<file path="src/rtl/vga_scanout_pkg.sv">
// vga_scanout_pkg: shared VGA timing, framebuffer geometry and colour mapping
package vga_scanout_pkg;

    localparam int H_ACTIVE   = 640;
    localparam int H_FP       = 16;
    localparam int H_SYNC     = 96;
    localparam int H_BP       = 48;
    localparam int H_TOTAL    = H_ACTIVE + H_FP + H_SYNC + H_BP;

    localparam int V_ACTIVE   = 480;
    localparam int V_FP       = 10;
    localparam int V_SYNC     = 2;
    localparam int V_BP       = 33;
    localparam int V_TOTAL    = V_ACTIVE + V_FP + V_SYNC + V_BP;

    localparam int SCALE_LOG2 = 2;
    localparam int FB_W       = 160;
    localparam int FB_H       = 120;
    localparam int X_W        = 8;
    localparam int Y_W        = 7;
    localparam int CNT_W      = 10;

    localparam int COLOUR_W   = 3;
    localparam int R_BIT      = 2;
    localparam int G_BIT      = 1;
    localparam int B_BIT      = 0;

    typedef logic [COLOUR_W-1:0] colour_t;

    typedef struct packed {
        logic [7:0] r;
        logic [7:0] g;
        logic [7:0] b;
    } rgb_t;

    localparam rgb_t RGB_OFF = '0;

    function automatic rgb_t colour_to_rgb(input colour_t c);
        return '{r: {8{c[R_BIT]}}, g: {8{c[G_BIT]}}, b: {8{c[B_BIT]}}};
    endfunction

endpackage

</file>
<file path="src/rtl/vga_timing.sv">
// vga_timing: pixel enable, h/v scan counters, sync/active decode and frame_start
module vga_timing #(
    parameter int H_ACTIVE = vga_scanout_pkg::H_ACTIVE,
    parameter int H_FP     = vga_scanout_pkg::H_FP,
    parameter int H_SYNC   = vga_scanout_pkg::H_SYNC,
    parameter int H_BP     = vga_scanout_pkg::H_BP,
    parameter int V_ACTIVE = vga_scanout_pkg::V_ACTIVE,
    parameter int V_FP     = vga_scanout_pkg::V_FP,
    parameter int V_SYNC   = vga_scanout_pkg::V_SYNC,
    parameter int V_BP     = vga_scanout_pkg::V_BP
) (
    input  logic                                clk,
    input  logic                                resetn,
    output logic                                pix_en,
    output logic [vga_scanout_pkg::CNT_W-1:0]   h,
    output logic [vga_scanout_pkg::CNT_W-1:0]   v,
    output logic                                active,
    output logic                                hs_raw,
    output logic                                vs_raw,
    output logic                                frame_start
);
    import vga_scanout_pkg::*;

    localparam int HT = H_ACTIVE + H_FP + H_SYNC + H_BP;
    localparam int VT = V_ACTIVE + V_FP + V_SYNC + V_BP;

    logic phase;
    logic h_last;
    logic v_last;

    assign pix_en = phase;
    assign h_last = h == CNT_W'(HT - 1);
    assign v_last = v == CNT_W'(VT - 1);
    assign active = (h < CNT_W'(H_ACTIVE)) && (v < CNT_W'(V_ACTIVE));
    assign hs_raw = !((h >= CNT_W'(H_ACTIVE + H_FP)) && (h < CNT_W'(H_ACTIVE + H_FP + H_SYNC)));
    assign vs_raw = !((v >= CNT_W'(V_ACTIVE + V_FP)) && (v < CNT_W'(V_ACTIVE + V_FP + V_SYNC)));

    // divide the 50 MHz clock into a one-in-two pixel enable
    always_ff @(posedge clk or posedge resetn)
        if (resetn) phase <= 1'b0;
        else        phase <= ~phase;

    // scan counters step once per pixel period and wrap at the line/frame totals
    always_ff @(posedge clk or posedge resetn)
        if (resetn) begin
            h <= '0;
            v <= '0;
        end else if (pix_en) begin
            h <= h_last ? '0 : h + 1'b1;
            if (h_last) v <= v_last ? '0 : v + 1'b1;
        end

    // flag the edge that reloads (0,0); the reset-initialised origin is not flagged
    always_ff @(posedge clk or posedge resetn)
        if (resetn) frame_start <= 1'b0;
        else        frame_start <= pix_en && h_last && v_last;

endmodule

</file>
<file path="src/rtl/vga_scanout.sv">
// vga_scanout: framebuffer read-out with 4x4 upscaling onto 640x480@60 VGA pins
module vga_scanout #(
    parameter int H_ACTIVE   = vga_scanout_pkg::H_ACTIVE,
    parameter int H_FP       = vga_scanout_pkg::H_FP,
    parameter int H_SYNC     = vga_scanout_pkg::H_SYNC,
    parameter int H_BP       = vga_scanout_pkg::H_BP,
    parameter int V_ACTIVE   = vga_scanout_pkg::V_ACTIVE,
    parameter int V_FP       = vga_scanout_pkg::V_FP,
    parameter int V_SYNC     = vga_scanout_pkg::V_SYNC,
    parameter int V_BP       = vga_scanout_pkg::V_BP,
    parameter int SCALE_LOG2 = vga_scanout_pkg::SCALE_LOG2
) (
    input  logic       clk,
    input  logic       resetn,
    output logic [7:0] rd_x,
    output logic [6:0] rd_y,
    output logic       rd_en,
    input  logic [2:0] rd_colour,
    output logic [7:0] vga_r,
    output logic [7:0] vga_g,
    output logic [7:0] vga_b,
    output logic       vga_hs,
    output logic       vga_vs,
    output logic       vga_blank_n,
    output logic       vga_sync_n,
    output logic       vga_clk,
    output logic       frame_start
);
    import vga_scanout_pkg::*;

    logic             pix_en;
    logic [CNT_W-1:0] h;
    logic [CNT_W-1:0] v;
    logic             active;
    logic             hs_raw;
    logic             vs_raw;
    rgb_t             rgb;

    vga_timing #(
        .H_ACTIVE (H_ACTIVE),
        .H_FP     (H_FP),
        .H_SYNC   (H_SYNC),
        .H_BP     (H_BP),
        .V_ACTIVE (V_ACTIVE),
        .V_FP     (V_FP),
        .V_SYNC   (V_SYNC),
        .V_BP     (V_BP)
    ) u_timing (
        .clk         (clk),
        .resetn      (resetn),
        .pix_en      (pix_en),
        .h           (h),
        .v           (v),
        .active      (active),
        .hs_raw      (hs_raw),
        .vs_raw      (vs_raw),
        .frame_start (frame_start)
    );

    assign vga_clk    = ~pix_en;
    assign vga_sync_n = 1'b0;
    assign rd_x       = X_W'(h >> SCALE_LOG2);
    assign rd_y       = Y_W'(v >> SCALE_LOG2);
    assign rd_en      = active && !resetn;
    assign vga_r      = rgb.r;
    assign vga_g      = rgb.g;
    assign vga_b      = rgb.b;

    // capture colour and sync together at the end of the pixel period, when rd_colour is valid
    always_ff @(posedge clk or posedge resetn)
        if (resetn) begin
            vga_hs      <= 1'b1;
            vga_vs      <= 1'b1;
            vga_blank_n <= 1'b0;
            rgb         <= RGB_OFF;
        end else if (pix_en) begin
            vga_hs      <= hs_raw;
            vga_vs      <= vs_raw;
            vga_blank_n <= active;
            rgb         <= active ? colour_to_rgb(rd_colour) : RGB_OFF;
        end

endmodule

</file>
<file path="config.mk">
export PLATFORM = sky130hd
export DESIGN_NAME = vga_scanout
export DESIGN_NICKNAME = d
export VERILOG_FILES = /design/src/rtl/vga_scanout_pkg.sv /design/src/rtl/vga_timing.sv /design/src/rtl/vga_scanout.sv
export SDC_FILE = /design/constraint.sdc
export NUM_CORES = 1
export LEC_CHECK = 0
export CAP_MARGIN = 20
export CORE_UTILIZATION = 50
export DETAILED_ROUTE_END_ITERATION = 7
export PLACE_DENSITY = 0.95
export SLEW_MARGIN = 20
export SYNTH_ARGS = -nofsm -noshare
export SYNTH_HDL_FRONTEND = slang
export SYNTH_SLANG_ARGS = --single-unit
</file>
<file path="constraint.sdc">
create_clock -name clk -period 4.6 [get_ports clk]
set_clock_uncertainty 0.1 [all_clocks]
set_input_delay 1.38 -clock clk [delete_from_list [all_inputs] [get_ports clk]]
set_output_delay 1.38 -clock clk [all_outputs]
set_load 0.005 [all_outputs]
</file>
==> key figures <==
Die
  • Die Area: around 0.0035 sq mm
  • Die Y-Extent: between 50 and 60 um
  • Core area: just over 0.003 sq mm
  • Row count: 20
  • Effective utilization at floorplan: 0.532
  • Die width: roughly 60 um
  • Io pins: 51

STA
  • Crit path time final: ~4 ns
  • Post-layout worst setup margin: between 0.6 and 0.7 ns
  • Count of endpoints failing setup in the final report: 0
  • Achievable clock frequency: around 250 MHz
  • Worst slew slack as a fraction of its limit: 0.587
  • Share of the clock period used by the worst path after layout: 0.867
  • RSZ-0062 raised after global routing: no
  • Max-slew violation count: 0
  • Transition time at the pin with the least slew margin: approximately 0.6 ns
  • Final-report hold violation count: 0
  • Total negative setup slack: 0 ns

Worst hold path
  • Sink of the worst hold path: vga_vs
  • Hold Crit Class: register to register
  • Origin of the worst min-delay path: vga_vs
  • Hold Path Depth: 2

Setup path
  • Worst reg2reg endpoint: u_timing.v[8]
  • Path depth of the worst reg2reg path: 4
  • Worst-path fanout max: 2
  • Worst stage delay on the critical path: 0.50 ns
  • Crit-path cells: clkdlybuf4s50_1, inv_1, and4b_1, clkdlybuf4s50_1
  • Required time of the critical path: ~3.1 ns
  • Worst setup path startpoint: resetn
  • R2R Setup Slk: 2.47 ns
  • Critical path startpoint category: input port
  • CP Class: input port to output port
  • Worst Setup End Kind: output port
  • Category of cells accounting for the largest share of critical-path delay: buffers and inverters
  • Worst-path cell with the longest stage delay: clkdlybuf4s50_1
  • Launch instance of the worst register-to-register path: u_timing.pix_en
  • Most prevalent standard cell on the critical path: clkdlybuf4s50_1
  • Buffers and inverters on the worst path: 3
  • Arrival time of the worst setup path: around 2.5 ns

Power and ir drop
  • Power per cell area: ~210 mW/mm^2
  • Leakage: a little over 0.8 nW
  • Max rail drop VDD: 90.6 uV
  • Total power: around 0.0004 W

Route
  • Total via count after detailed routing: 1154
  • Aggregate routed wire length: approximately 2900 um
  • Drt first-iter violations: 42
  • TritonRoute pass-1 iters: 4
  • Vias per inst: 5.15
  • Post-route antenna net violation count: 0
  • Routed WL per cell: 13.0 um
  • Post-route DRC violation count: 0

Yosys
  • Number of synthesized register bits: 28
  • Number of nets produced by synthesis: 174
  • Dominant synthesized flop cell: dfrtp_1
  • Most repeated cell in the gate-level netlist after synthesis: buf_4
  • Sequential element share of the synthesized area: 0.429
  • Post-synth EDFFs: 0
  • Fraction of synthesis flops using an asynchronous set or reset pin: 1.00
  • Share of the synthesized area in the top cell type: 0.397
  • Top post-synthesis cells by count: buf_4, dfrtp_1, nor2_1
  • Synthesized cell area: between 0.0015 and 0.002 sq mm
  • Post-synthesis cell count: 165
  • Synth top area cells: dfrtp_1, buf_4, xnor2_1, dfstp_2, ha_1
  • Avg Inst Size Synth: between 9 and 10 sq um
  • Cell type with the largest total area after synthesis: dfrtp_1
  • Number of warnings printed during yosys synthesis: 0
  • Distinct cells, synth: 33

Clock tree
  • Clock net sink count: 28
  • Post-CTS setup buffer count: 0
  • Number of buffers on the longest clock path: 2
  • TritonCTS Buffers: 3
  • Clock insertion delay at the later pin of the skew report: between 0.3 and 0.4 ns
  • CTS Hold Bufs: 0
  • H-tree depth: 1
  • Root Driver: clkbuf_4
  • TritonCTS clock tree: built
  • CTS-repair resized insts: 0
  • Register clock-pin slew on the reported worst setup and hold paths: ~0.14 ns

Global route
  • Maximum number of pins on one net before global-route repair: 29
  • Via count of the first global-routing pass: slightly above 1000
  • Global route overflow: 0
  • Global routing usage summed across all routing layers: 0.178
  • Wire length of the first global-routing pass: 4620 um
  • Initial antenna violation count: 0

Final layout
  • Utilization of the core after routing: 0.630
  • Layout fillers: between 200 and 250
  • Number of diodes added for antenna fixing: 0
  • Growth of design area from synthesis to finish: 18.3%
  • Area used by multi-input combinational logic: between 600 and 700 sq um
  • Count of nets after finishing: between 150 and 200
  • Final instance area: between 0.0015 and 0.002 sq mm
  • Layout cells sized above 1: 0.0667
  • Sequential cell area in the final layout: between 700 and 800 sq um
  • Top flop regs: u_timing.h x10, u_timing.v x10

Placed design
  • Number of buffer cells added on primary ports: 49
  • Final Wtd Congestion: roughly 0.85
  • Worst setup slack after placement: 0.606 ns
  • HPWL after detailed placement: about 2200 um
  • Area after DPL: 0.00190 sq mm

Run
  • Number of max-cap violations: 0

Run status
  • Run status: finished, final reports clean
-- logic make-up after synthesis --
group	count (synthesis)	share of synthesized area
AOI/OAI and AO/OA	15	0.0573
buffers and inverters	49	0.199
muxes	1	0.00611
xor gates and xnor gates	14	0.0749
and+or+nand+nor	53	0.200
adders and majority gates	4	0.0306
other	1	0.00229
DFF	28	0.429
-- cell usage in the layout (no fill, tap or decap), types with 3 or more instances in the layout --
cell type and count:
clkdlybuf4s50_1 49, o21ai_0 7, xor2_1 4, dfrtp_1 26, nand4_1 6, xnor2_1 10
nor4_1 3, inv_1 10, nand4b_1 3, nand2_1 4, a21oi_1 3, and3_1 3
nand3_1 9, o2bb2ai_1 3, clkbuf_4 3, ha_1 4, nor2_1 12
-- metrics by stage --
stage | hold slack [ns] | cells
after global placement | 0.375 | 220
after floorplan | 0.376 | 165
after global routing | 0.443 | 224
after detailed placement | 0.385 | 220
after CTS | 0.408 | 224
final | 0.418 | 224
-- worst max path at each step --
stage                     endpoint  slack [ns]  cells after the start
after CTS                    rd_en        0.60                      4
after floorplan              rd_en        0.82                      2
after detailed placement     rd_en        0.61                      4
final                        rd_en        0.61                      4
after global routing         rd_en        0.55                      4
after global placement       rd_en        0.62                      4
-- per-layer routing --
layer | vias to the layer above | wire length (um) | GRT usage | part of all wire
met5 | - | 0 | 0 | 0
met4 | 0 | 50 | 0.0952 | 0.017
li1 | 562 | - | - | -
met3 | 4 | 145 | 0.0349 | 0.050
met2 | 41 | 1360 | 0.270 | 0.47
met1 | 547 | 1350 | 0.239 | 0.47
-- worst reg2reg max path: stages, from the launching register on --
cell and delay, ns:
dfrtp_1 0.63, nand4_1 0.32, nor3_2 0.62, nand4_1 0.21
xnor2_1 0.17
-- report_power, final --
part	switching (W)	internal, W
sequential	0.00000272	0.000248
combinational	0.0000113	0.0000224
clock	0.0000686	0.0000484
total	0.0000826	0.000318
-- area by class of cell --
class / instances / area share
inverter: 10 / 0.0194
tap: 44 / 0.0284
clock buffer: 4 / 0.0187
multi-input combinational: 88 / 0.314
timing repair buffer: 50 / 0.257
sequential: 28 / 0.363
(Power assumes the default switching activity.)
